**src/rtl/lc3b_mem_port_pkg.sv**
```systemverilog
// Shared LC-3b types for the memory port: FSM state encoding and
// default word geometry.
package lc3b_types;

    typedef enum logic [1:0] {
        IDLE   = 2'd0,
        ACCESS = 2'd1,
        DONE   = 2'd2
    } lc3b_mem_state;

    localparam int unsigned LC3B_WORD_BYTES = 2;

    function automatic int unsigned lane_bits(input int unsigned data_width);
        return $clog2(data_width / 8);
    endfunction

endpackage

```
**src/rtl/lc3b_mem_port_lane_align.sv**
```systemverilog
// Byte-lane steering: zero-extends a selected read lane, replicates a
// write byte across all lanes and builds the matching byte enables.
module mem_lane_align #(
    parameter int unsigned DATA_WIDTH = 16,
    parameter int unsigned LANE_W     = $clog2(DATA_WIDTH / 8)
) (
    input  logic [LANE_W-1:0]       lane,
    input  logic                    is_byte,
    input  logic [DATA_WIDTH-1:0]   rd_word,
    input  logic [DATA_WIDTH-1:0]   wr_word,
    output logic [DATA_WIDTH-1:0]   rd_data,
    output logic [DATA_WIDTH-1:0]   wr_data,
    output logic [DATA_WIDTH/8-1:0] byte_en
);

    localparam int unsigned BYTES = DATA_WIDTH / 8;

    always_comb begin
        rd_data = rd_word;
        wr_data = wr_word;
        byte_en = '1;
        if (is_byte) begin
            rd_data      = '0;
            rd_data[7:0] = rd_word[{lane, 3'b000} +: 8];
            wr_data      = {BYTES{wr_word[7:0]}};
            byte_en      = '0;
            byte_en[lane] = 1'b1;
        end
    end

endmodule

```
**src/rtl/lc3b_mem_port.sv**
```systemverilog
// LC-3b MAR/MDR memory-access unit: one request at a time, byte/word
// lanes, optional wait-state timeout reported through error with done.
module lc3b_mem_port
    import lc3b_types::*;
#(
    parameter int unsigned DATA_WIDTH = 8 * LC3B_WORD_BYTES,
    parameter int unsigned ADDR_WIDTH = 16,
    parameter int unsigned TIMEOUT    = 0
) (
    input  logic                    clk,
    input  logic                    reset,
    input  logic                    req_read,
    input  logic                    req_write,
    input  logic                    req_byte,
    input  logic [ADDR_WIDTH-1:0]   req_addr,
    input  logic [DATA_WIDTH-1:0]   req_wdata,
    output logic                    busy,
    output logic                    done,
    output logic                    error,
    output logic [DATA_WIDTH-1:0]   rdata,
    output logic [ADDR_WIDTH-1:0]   mem_address,
    output logic                    mem_read,
    output logic                    mem_write,
    output logic [DATA_WIDTH/8-1:0] mem_byte_enable,
    output logic [DATA_WIDTH-1:0]   mem_wdata,
    input  logic [DATA_WIDTH-1:0]   mem_rdata,
    input  logic                    mem_resp
);

    localparam int unsigned BYTES = DATA_WIDTH / 8;
    localparam int unsigned L     = lane_bits(DATA_WIDTH);
    localparam int unsigned CNT_W = (TIMEOUT > 1) ? $clog2(TIMEOUT) : 1;
    localparam int unsigned LIMIT = (TIMEOUT > 0) ? TIMEOUT - 1 : 0;

    lc3b_mem_state         state_q, state_d;
    logic [ADDR_WIDTH-1:0] mar_q, mar_d;
    logic [DATA_WIDTH-1:0] mdr_q, mdr_d;
    logic [BYTES-1:0]      be_q, be_d;
    logic [DATA_WIDTH-1:0] rdata_q, rdata_d;
    logic                  is_write_q, is_write_d;
    logic                  is_byte_q, is_byte_d;
    logic                  err_q, err_d;
    logic [CNT_W-1:0]      cnt_q, cnt_d;

    logic [L-1:0]          lane_sel;
    logic                  byte_sel;
    logic [DATA_WIDTH-1:0] align_rd, align_wr;
    logic [BYTES-1:0]      align_be;

    // One aligner serves both paths: request lane while idle, MAR lane
    // once the access is in flight.
    assign lane_sel = (state_q == IDLE) ? req_addr[L-1:0] : mar_q[L-1:0];
    assign byte_sel = (state_q == IDLE) ? req_byte : is_byte_q;

    mem_lane_align #(
        .DATA_WIDTH(DATA_WIDTH),
        .LANE_W    (L)
    ) u_align (
        .lane   (lane_sel),
        .is_byte(byte_sel),
        .rd_word(mem_rdata),
        .wr_word(req_wdata),
        .rd_data(align_rd),
        .wr_data(align_wr),
        .byte_en(align_be)
    );

    always_comb begin
        state_d    = state_q;
        mar_d      = mar_q;
        mdr_d      = mdr_q;
        be_d       = be_q;
        rdata_d    = rdata_q;
        is_write_d = is_write_q;
        is_byte_d  = is_byte_q;
        err_d      = err_q;
        cnt_d      = cnt_q;
        case (state_q)
            IDLE: begin
                cnt_d = '0;
                err_d = 1'b0;
                if (req_read && req_write) begin
                    state_d = DONE;
                    err_d   = 1'b1;
                end else if (req_read || req_write) begin
                    state_d    = ACCESS;
                    is_write_d = req_write;
                    is_byte_d  = req_byte;
                    mar_d      = req_byte ? req_addr
                                          : {req_addr[ADDR_WIDTH-1:L], {L{1'b0}}};
                    be_d       = align_be;
                    if (req_write) begin
                        mdr_d = align_wr;
                    end
                end
            end
            ACCESS: begin
                if (mem_resp) begin
                    state_d = DONE;
                    err_d   = 1'b0;
                    if (!is_write_q) begin
                        rdata_d = align_rd;
                    end
                end else if (TIMEOUT != 0 && cnt_q == CNT_W'(LIMIT)) begin
                    state_d = DONE;
                    err_d   = 1'b1;
                end else if (cnt_q != '1) begin
                    cnt_d = cnt_q + 1'b1;
                end
            end
            DONE:    state_d = IDLE;
            default: state_d = IDLE;
        endcase
    end

    always_ff @(posedge clk) begin
        if (reset) begin
            state_q    <= IDLE;
            mar_q      <= '0;
            mdr_q      <= '0;
            be_q       <= '0;
            rdata_q    <= '0;
            is_write_q <= 1'b0;
            is_byte_q  <= 1'b0;
            err_q      <= 1'b0;
            cnt_q      <= '0;
        end else begin
            state_q    <= state_d;
            mar_q      <= mar_d;
            mdr_q      <= mdr_d;
            be_q       <= be_d;
            rdata_q    <= rdata_d;
            is_write_q <= is_write_d;
            is_byte_q  <= is_byte_d;
            err_q      <= err_d;
            cnt_q      <= cnt_d;
        end
    end

    assign busy            = (state_q == ACCESS);
    assign done            = (state_q == DONE);
    assign error           = done & err_q;
    assign mem_read        = busy & ~is_write_q;
    assign mem_write       = busy & is_write_q;
    assign rdata           = rdata_q;
    assign mem_address     = mar_q;
    assign mem_wdata       = mdr_q;
    assign mem_byte_enable = be_q;

endmodule

```
**config.mk**
```make
export PLATFORM = sky130hd
export DESIGN_NAME = lc3b_mem_port
export DESIGN_NICKNAME = d
export VERILOG_FILES = /design/src/rtl/lc3b_mem_port_pkg.sv /design/src/rtl/lc3b_mem_port_lane_align.sv /design/src/rtl/lc3b_mem_port.sv
export SDC_FILE = /design/constraint.sdc
export NUM_CORES = 1
export LEC_CHECK = 0
export ABC_AREA = 0
export CAP_MARGIN = 20
export CORE_UTILIZATION = 30
export CTS_BUF_LIST = sky130_fd_sc_hd__clkbuf_8
export DETAILED_ROUTE_END_ITERATION = 8
export PLACE_DENSITY_LB_ADDON = 0.12
export REMOVE_ABC_BUFFERS = 1
export SLEW_MARGIN = 20
export SYNTH_ARGS = -nofsm -noshare
export SYNTH_HDL_FRONTEND = slang
export SYNTH_SLANG_ARGS = --single-unit
```
**constraint.sdc**
```tcl
create_clock -name clk -period 1.65 [get_ports clk]
set_input_delay 0.2475 -clock clk [delete_from_list [all_inputs] [get_ports clk]]
set_output_delay 0.2475 -clock clk [all_outputs]
set_load 0.02 [all_outputs]
```
==> results.md <==
* Vert. Die Dim at approximately 91 um
* CTS Root Cell: clkbuf_8
* Post-synthesis cell type count at 37
* N_diodes at 0
* Worst R2R Setup Slack at about 190 ps
* CTS tree: done
* DR vias at around 2300
* Setup TNS at 0 ps
* Slowest-stage cell, CP: clkdlybuf4s50_1
* Post-CTS Setup Repair Bufs at 0
* Final ANT Viol Nets at 0
* Most area-consuming cells after synthesis: dfxtp_1, a21oi_1, o21ai_0, nand3_1, nand2_1
* Final Cycle Share at 0.9321
* Clk sink count at 55
* First-pass GRT wire length at 10.87 mm
* Initial antenna violation count at 0
* WHS at ~400 ps
* Top cells by count, synth: dfxtp_1, a21oi_1, o21ai_0, nand3_1, nand2_1
* Nets at roughly 430
* YS warnings at 0
* Min-delay src: reset
* Syn-to-layout area delta at 58.10%
* Die ar. at between 8000 and 9000 um^2
* CTS clk-pin slew, worst paths at about 90 ps
* Grt peak-use layer: met2
* Delay of the slowest critical-path stage at around 620 ps
* FILL cells at ~750
* Hold EP: mem_wdata[1]$_SDFFE_PP0P_
* Peak VDD IR at between 300 and 400 uV
* DR iter-0 viols at 133
* Least-Margin Pin Slew at around 450 ps
* Syn_area_per_cell at about 8.8 um^2
* DRT Wirelength at 6.751 mm
* Synth Instances at between 200 and 300
* Power Dens Cells at slightly below 900 nW/um^2
* CP top delay family: buffers and inverters
* Count of buffers from port buffering at between 100 and 150
* Met3 GRT Util at 0.04714
* Top-area cell type share of the netlist area at 0.4673
* Via density per instance at 4.889
* Post-synth ARST share at 0
* Clock latency on the worst-skew pair at about 300 ps
* CP cell instances: clkdlybuf4s50_1
* Die Width at 90.62 um
* Top-count cell post-synth: dfxtp_1
* MaxCap Viol Count at 0
* Reg2reg path depth at 4
* Critical path peak fanout at 2
* Post-DP HPWL at roughly 4.7 mm
* WP data arrival at around 1300 ps
* Required @ worst endpoint at between 1000 and 1500 ps
* Critical path class: reg2out
* Leak at 1.381 nW
* RSZ-0062 raised after global routing: no
* Worst Hold Path Cells at 3
* Drt wl/cell at 14.15 um
* Status: completed
* Capturing element type of the critical path: primary output
* Cts bufs inserted at 5
* EDFF count, synth at 0
* Final hold violations at 0
* Main synth FF type: dfxtp_1
* Final number of setup-violating endpoints at 0
* Buffers & Inverters on Critical Path at 1
* Vias in the first global route at ~2200
* Rel. slew slack at 0.6976
* Max-slew violation count at 0
* Reg-to-Reg Start: state_q[1]$_SDFFE_PP0P_
* DRC violations left at 0
* Worst hold path type: in2reg
* Global routing usage on met2 at 0.2481
* Routability cong. at between 0.7 and 0.8
* Setup crit start kind: register
* Overflow left after global routing at 0
* Ports at between 100 and 150
* Area leader, netlist: dfxtp_1
* Reg2reg end: rdata[3]$_SDFFE_PP0P_
* Pwr Total at between 0.003 and 0.004 W
* Largest net degree at the start of global routing at 56
* Post-layout min period at between 1500 and 2000 ps
* Share of layout cells above drive strength 1 at 0.09259
* Met1 Use GR at 0.2228
* Clock Skew at a little over 3 ps
* H-tree depth at 2
* Register area share after synthesis at 0.4673
* Synthesized area at ~2400 um^2
* Row Count at 31
* Total GRT Usage at 0.1624
* #FFs+latches synth at 55
* Starting density of the core at 0.3180
* Longest Clk Path Bufs at 2
* Core area at around 7400 um^2
* Pre-antenna DRT Iters at 4
* Max frequency at 650.2 MHz
## placed cells by master, fill, tap and decap left out, drive strengths merged, types with 2 or more instances in the layout
master	n
clkdlybuf4s50	101
dfxtp	55
a21oi	37
o21ai	27
nand3	25
nand2	24
buf	19
nor2	18
nand3b	8
a311oi	8
mux2i	8
a211oi	8
clkbuf	7
dlygate4sd2	3
nor2b	3
and2	2
nand4bb	2
and3b	2
nor3	2
nor4b	2
## cells by family after synthesis
kind of cell | share of synthesized area
AO/OA/AOI/OAI | 0.2071
XOR/XNOR | 0.01062
buffers and inverters | 0.06320
flip-flops | 0.4673
multiplexers | 0.03399
AND/OR/NAND/NOR | 0.2177
## layout make-up
cell class / count / area (um^2) / share of cell area
timing repair buffer: 126 / 1255 / 0.3369
multi-input combinational: 188 / 1124 / 0.3016
sequential: 55 / 1101 / 0.2956
tap: 99 / 123.9 / 0.03326
clock buffer: 6 / 82.58 / 0.02217
clock inverter: 2 / 35.03 / 0.009405
inverter: 1 / 3.754 / 0.001008
## how the worst max path moves through the flow
stage	start	endpoint	slack [ps]	depth (start not counted)
2_1_floorplan	state_q[0]$_SDFFE_PP0P_	rdata[0]$_SDFFE_PP0P_	-1090	2
4_1_cts	mem_address[0]$_SDFFE_PP0P_	mem_address[0]	20	1
5_1_grt	state_q[0]$_SDFFE_PP0P_	mem_write	20	3
3_5_place_dp	req_write	mem_wdata[8]$_SDFFE_PP0P_	-100	5
6_report	mem_wdata[6]$_SDFFE_PP0P_	mem_wdata[6]	110	1
3_3_place_gp	req_write	mem_wdata[1]$_SDFFE_PP0P_	-70	4
## sequential cells by signal, summed over array words and instances (netlist names)
register / cells
state_q: 2
is_write_q: 1
mem_byte_enable: 2
mem_wdata: 16
err_q: 1
rdata: 16
mem_address: 16
is_byte_q: 1
## repair_timing
action / CTS / global route
endpoints found under the setup margin: 5 / 3
gates resized for setup: 6 / 4
hold buffers: 0 / 0
pin swaps: 0 / 0
## stage by stage
stage                     area (um^2)  setup WS [ps]    util  cells
after floorplan                  2211          -1087       -    244
after global placement           3611         -70.46  0.4874    469
after detailed placement         3611         -101.9  0.4874    469
after CTS                        3725          20.96  0.5028    477
after global routing             3725          17.62  0.5028    477
final                            3725          112.0  0.5028    477
## report_power, final
| group | total (W) | internal [W] | switching, W |
|---|---|---|---|
| registers | 0.00148 | 0.00142 | 0.0000544 |
| clock network | 0.000922 | 0.000492 | 0.000430 |
| logic | 0.000880 | 0.000449 | 0.000432 |
## metal layers
layer  vias up  share of wire
met5         -              0
met4         0         0.0074
met3         6          0.073
met2        72           0.43
met1      1077           0.48
li1       1177              -
Note: power is estimated with default switching activity, not from simulation.
